**src/rtl/rf_pkg.sv**
```systemverilog
// Shared types for the operand fetch unit and its register file.
package rf_pkg;

    localparam int XLEN  = 32;
    localparam int NREGS = 32;
    localparam int AW    = 5;

    typedef logic [XLEN-1:0] word_t;
    typedef logic [AW-1:0]   reg_addr_t;

    typedef enum logic [1:0] {
        IDLE,
        RD_A,
        RD_B,
        RESP
    } ofu_state_t;

endpackage

```
**src/rtl/operand_fetch_unit_if.sv**
```systemverilog
// Decode-to-execute operand bus: request, response and write port.
interface operand_fetch_unit_if;
    import rf_pkg::*;

    logic      req_valid;
    logic      req_ready;
    reg_addr_t rs1;
    reg_addr_t rs2;
    logic      rsp_valid;
    logic      rsp_ready;
    word_t     rs1_data;
    word_t     rs2_data;
    logic      we;
    reg_addr_t rd;
    word_t     wd;
    logic      fetch;

    modport master (
        output req_valid, rs1, rs2, rsp_ready, we, rd, wd,
        input  req_ready, rsp_valid, rs1_data, rs2_data, fetch
    );

    modport slave (
        input  req_valid, rs1, rs2, rsp_ready, we, rd, wd,
        output req_ready, rsp_valid, rs1_data, rs2_data, fetch
    );

endinterface

```
**src/rtl/rf_storage.sv**
```systemverilog
// Integer register file: 1 combinational read, 1 synchronous write, x0 = 0.
module rf_storage
    import rf_pkg::*;
(
    input  logic      clk,
    input  logic      rst,
    input  reg_addr_t raddr,
    output word_t     rdata,
    input  logic      we,
    input  reg_addr_t waddr,
    input  word_t     wdata
);

    word_t mem [NREGS];

    always_ff @(posedge clk or posedge rst) begin
        if (rst) begin
            for (int i = 0; i < NREGS; i++) begin
                mem[i] <= '0;
            end
        end else if (we && waddr != '0) begin
            mem[waddr] <= wdata;
        end
    end

    assign rdata = (raddr == '0) ? '0 : mem[raddr];

endmodule

```
**src/rtl/operand_fetch_unit.sv**
```systemverilog
// Two-phase operand fetch over a single RF read port.
// Define RF_WRITE_BYPASS_EN to forward a colliding write into the capture.
module operand_fetch_unit
    import rf_pkg::*;
(
    input  logic                clk,
    input  logic                rst,
    operand_fetch_unit_if.slave bus
);

    ofu_state_t state, state_nx;
    reg_addr_t  rs1_q, rs2_q;
    word_t      op_a, op_b;
    reg_addr_t  raddr;
    word_t      rf_q, rd_val;
    logic       accept;

    rf_storage u_rf (
        .clk   (clk),
        .rst   (rst),
        .raddr (raddr),
        .rdata (rf_q),
        .we    (bus.we),
        .waddr (bus.rd),
        .wdata (bus.wd)
    );

    assign bus.fetch = (state == RD_A);
    assign raddr     = bus.fetch ? rs1_q : rs2_q;

`ifdef RF_WRITE_BYPASS_EN
    assign rd_val = (bus.we && bus.rd != '0 && bus.rd == raddr) ? bus.wd : rf_q;
`else
    assign rd_val = rf_q;
`endif

    always_comb begin
        state_nx      = state;
        bus.req_ready = 1'b0;
        bus.rsp_valid = 1'b0;
        case (state)
            IDLE: begin
                bus.req_ready = 1'b1;
                if (bus.req_valid) state_nx = RD_A;
            end
            RD_A: state_nx = RD_B;
            RD_B: state_nx = RESP;
            RESP: begin
                bus.rsp_valid = 1'b1;
                bus.req_ready = bus.rsp_ready;
                if (bus.rsp_ready) begin
                    state_nx = bus.req_valid ? RD_A : IDLE;
                end
            end
            default: state_nx = IDLE;
        endcase
    end

    assign accept = bus.req_valid && bus.req_ready;

    always_ff @(posedge clk or posedge rst) begin
        if (rst) begin
            state <= IDLE;
            rs1_q <= '0;
            rs2_q <= '0;
            op_a  <= '0;
            op_b  <= '0;
        end else begin
            state <= state_nx;
            if (accept) begin
                rs1_q <= bus.rs1;
                rs2_q <= bus.rs2;
            end
            if (state == RD_A) op_a <= rd_val;
            if (state == RD_B) op_b <= rd_val;
        end
    end

    assign bus.rs1_data = op_a;
    assign bus.rs2_data = op_b;

endmodule

```
**src/flat_wrapper.sv**
```systemverilog
// flat-port wrapper written by rule: the top's interface ports become plain ports
module operand_fetch_unit_flat import rf_pkg::*;
  (clk, rst, bus_req_valid, bus_rs1, bus_rs2, bus_rsp_ready, bus_we, bus_rd, bus_wd, bus_req_ready, bus_rsp_valid, bus_rs1_data, bus_rs2_data, bus_fetch);
  operand_fetch_unit_if bus_i ();
  input  logic clk;
  input  logic rst;
  input wire logic [$bits(bus_i.req_valid)-1:0] bus_req_valid;
  input wire logic [$bits(bus_i.rs1)-1:0] bus_rs1;
  input wire logic [$bits(bus_i.rs2)-1:0] bus_rs2;
  input wire logic [$bits(bus_i.rsp_ready)-1:0] bus_rsp_ready;
  input wire logic [$bits(bus_i.we)-1:0] bus_we;
  input wire logic [$bits(bus_i.rd)-1:0] bus_rd;
  input wire logic [$bits(bus_i.wd)-1:0] bus_wd;
  output wire logic [$bits(bus_i.req_ready)-1:0] bus_req_ready;
  output wire logic [$bits(bus_i.rsp_valid)-1:0] bus_rsp_valid;
  output wire logic [$bits(bus_i.rs1_data)-1:0] bus_rs1_data;
  output wire logic [$bits(bus_i.rs2_data)-1:0] bus_rs2_data;
  output wire logic [$bits(bus_i.fetch)-1:0] bus_fetch;
  assign bus_i.req_valid = bus_req_valid;
  assign bus_i.rs1 = bus_rs1;
  assign bus_i.rs2 = bus_rs2;
  assign bus_i.rsp_ready = bus_rsp_ready;
  assign bus_i.we = bus_we;
  assign bus_i.rd = bus_rd;
  assign bus_i.wd = bus_wd;
  assign bus_req_ready = bus_i.req_ready;
  assign bus_rsp_valid = bus_i.rsp_valid;
  assign bus_rs1_data = bus_i.rs1_data;
  assign bus_rs2_data = bus_i.rs2_data;
  assign bus_fetch = bus_i.fetch;
  operand_fetch_unit u_core (.clk(clk), .rst(rst), .bus(bus_i));
endmodule
```
**config.mk**
```make
export PLATFORM = sky130hd
export DESIGN_NAME = operand_fetch_unit_flat
export DESIGN_NICKNAME = d
export VERILOG_FILES = /design/src/rtl/rf_pkg.sv /design/src/rtl/operand_fetch_unit_if.sv /design/src/rtl/rf_storage.sv /design/src/rtl/operand_fetch_unit.sv /design/src/flat_wrapper.sv
export SDC_FILE = /design/constraint.sdc
export NUM_CORES = 2
export LEC_CHECK = 0
export BUFFER_PORTS_ARGS = -buffer_cell sky130_fd_sc_hd__buf_2
export CAP_MARGIN = 0
export CORE_MARGIN = 2
export CORE_UTILIZATION = 34
export CTS_CLUSTER_DIAMETER = 200
export DETAILED_ROUTE_END_ITERATION = 12
export HOLD_SLACK_MARGIN = 0.12
export PLACE_DENSITY = 0.46
export SYNTH_ARGS = -nofsm -noshare
export SYNTH_HDL_FRONTEND = slang
export SYNTH_HIERARCHICAL = 1
export SYNTH_SLANG_ARGS = --single-unit
```
**constraint.sdc**
```tcl
create_clock -name clk -period 41.3 [get_ports clk]
set_clock_uncertainty 0.05 [all_clocks]
set_input_delay 0 -clock clk [delete_from_list [all_inputs] [get_ports clk]]
set_output_delay 0 -clock clk [all_outputs]
set_load 0.03 [all_outputs]
```
==> impl_results.md <==
* Run status: complete, no violations
* Dpl cell area at 51520 um^2
* Clock Pin Slew Worst Setup and Hold Paths at ~0.06 ns
* Ys async rst share at 1.000
* Post-CTS setup buffers at 0
* Total power at around 4.2 mW
* Final wirelength at 155.3 mm
* Drt pass-1 iters at 5
* Die H at 385.6 um
* Fillcell total at around 13000
* Number of library cell types mapped by synthesis at 46
* CTS tree: built
* Post-synth top cells: 1100 x dfrtp_1, 972 x mux2_2, 216 x mux4_2
* Initial antenna violation count at 7
* Multi-input gate area at 20460 um^2
* Sequential area share after synthesis at 0.5560
* HP Class: input port to flip-flop
* Final TNS setup at 0 ns
* Final setup violation count at 0
* Crit end category: flip-flop
* Power Density at 73.54 nW/um^2
* Layout cells sized above 1 at 0.4959
* Hpwl dp at about 86 mm
* Die area at 148700 um^2
* Mapped Avg Cell Area at roughly 16 um^2
* Worst setup path category: flip-flop to flip-flop
* Vias in the first global route at just over 30000
* Clock Latency Late Sink at approximately 0.76 ns
* Row count at 140
* CP startpoint kind: flip-flop
* Io pins at 119
* Antenna Nets Post-Route at 0
* Post_cts resized at 0
* Crit path DAT at 5.97 ns
* Critical-path maximum fanout at 25
* DR iter-0 viols at approximately 1700
* Post-Syn Nets at about 3200
* Cells after Synth at between 3000 and 4000
* Final Hold Slack at between 0.2 and 0.25 ns
* WL/cell at 29.84 um
* Fin crit share at 0.1290
* I/O Buffers at 118
* CORE AREA at approximately 150000 um^2
* Max Fclk at between 0.15 and 0.2 GHz
* Max Cap Viol at 0
* CTS sink cnt at 1100
* CP Data Required Time at 41.94 ns
* Finished Cell Area at 56440 um^2
* Slew headroom at 0.2010
* Register cell area after layout at about 28000 um^2
* Largest net degree at the start of global routing at 193
* Peak VDD IR at 0.00005063 V
* DRC viols at 0
* H-tree level count at 4
* Count leader, synth: dfrtp_1
* Grt ovf at 0
* Hold Fails Final Rpt at 0
* Die width at between 300 and 400 um
* CTS buffer count at around 130
* Drt via density at approximately 5.5
* Synth Cell Area at a little under 50000 um^2
* Synth warn at 6
* Commonest register cell after synthesis: dfrtp_1
* RePlAce Congestion at between 0.7 and 0.8
* Nets at 3248
* First-pass GRT wire length at ~230 mm
* Root buffer cell: clkbuf_16
* Area Overhead vs Synth at 14.00%
* Total track usage at 0.2123
* Vias at 28470
* Clock tree buffer depth at 3
* Min Tclk post-route at about 5.3 ns
* Share of the synthesized area in the top cell type at 0.5560
* Synth top area cells: dfrtp_1 56%, mux2_2 22%, mux4_2 9.8%
* Unrepaired setup endpoints after global routing: false
* Post-synth EDFFs at 0
* Leak Pwr at 24.99 nW
* Leading area contributor after synthesis: dfrtp_1
* Max-slew violation count at 0
* Seq cells post-synth at 1100
* Initial Utilization at 0.3414
* Worst-Margin Slew at about 1.2 ns
[kinds of logic (layout without fill, tap and decap cells)]
| kind of cell | count (synthesis) | count (layout) | share of synthesized area |
|---|---|---|---|
| and+or+nand+nor | 111 | 111 | 0.01266 |
| buffers and inverters | 337 | 490 | 0.03528 |
| muxes | 1392 | 1392 | 0.3673 |
| DFF | 1100 | 1100 | 0.5560 |
| other | 0 | 1 | 0 |
| AOI/OAI and AO/OA | 188 | 188 | 0.02729 |
| adders and majority gates | 6 | 6 | 0.001516 |
[state kept, by name, summed over array words and instances, names as in the netlist]
name	flops
u_core/rs1_q	5
u_core/state	2
u_core/bus.rs1_data	32
u_core/bus.rs2_data	32
u_core/rs2_q	5
u_core/u_rf/mem	1024
[final cells by class]
class | instances | share of cell area
repair buffers | 255 | 0.03228
flip-flops and latches | 1100 | 0.4877
multi-input cells | 1697 | 0.3624
clock inverters | 30 | 0.004411
diodes | 1 | 0.00004434
clock buffers | 200 | 0.07009
inverters | 5 | 0.0005542
well taps | 1917 | 0.04250
[worst paths after layout]
kind / from / end / slack, ns / cells past startpoint
max reg2reg: u_core/state[1]$_DFFE_PP0P_ / u_core/bus.rs1_data[29]$_DFFE_PP0P_ / 35.97 / 10
max: u_core/state[1]$_DFFE_PP0P_ / u_core/bus.rs1_data[29]$_DFFE_PP0P_ / 35.97 / 10
min reg2reg: u_core/u_rf/mem[1009]$_DFFE_PP0P_ / u_core/u_rf/mem[1009]$_DFFE_PP0P_ / 0.32 / 0
min in group asynchronous: rst / u_core/rs1_q[2]$_DFFE_PP0P_ / 0.56 / 4
min: bus_rd[1] / u_core/u_rf/mem[150]$_DFFE_PP0P_ / 0.20 / 4
max in group asynchronous: rst / u_core/u_rf/mem[191]$_DFFE_PP0P_ / 36.95 / 7
[layer usage]
| metal | vias up | share of wire | GRT usage |
|---|---|---|---|
| met1 | 15910 | 0.46 | 0.2964 |
| li1 | 11730 | - | - |
| met3 | 239 | 0.041 | 0.03796 |
| met5 | - | 0.00021 | 0 |
| met2 | 579 | 0.47 | 0.3384 |
| met4 | 6 | 0.025 | 0.06103 |
[cells in the final DEF, fill, tap and decap left out, drive strengths merged, types with 32 or more instances in the layout]
cell and count:
dlygate4sd3 71, a211oi 32, nor2b 34, mux4 224
o21ai 56, a22oi 32, nand2 33, mux2i 64
dfrtp 1100, clkbuf 200, mux2 1104, a311oi 32
buf 184
[where the power goes]
group	switching, mW	internal (mW)
Clock	0.458	0.676
Sequential	0.124	1.31
Combinational	0.891	0.695
[what timing repair did]
action | 4_1_cts | 5_1_grt
hold buffers | 71 | 0
endpoints found under the hold margin | 1234 | 0
setup endpoints to repair | 0 | 0
[critical path, cell delays in order (launching register included)]
cell and delay [ns]:
dfrtp_1 0.45, inv_1 0.17, ha_4 0.56, buf_4 0.46, mux2_2 0.22, buf_4 0.46, nor2b_4 0.69, buf_4 0.55
a22oi_1 0.22, a311oi_1 0.98, mux2_2 0.32
[stage by stage]
step | util | setup WS (ns) | cells
detailed placement | 0.3552 | 35.99 | 4903
CTS | 0.3891 | 35.97 | 5204
global route | 0.3891 | 35.73 | 5204
global placement | 0.3552 | 35.97 | 4903
finish | 0.3892 | 35.97 | 5205
floorplan | - | 12.43 | 3134
Power figures use the tool's default switching activity.
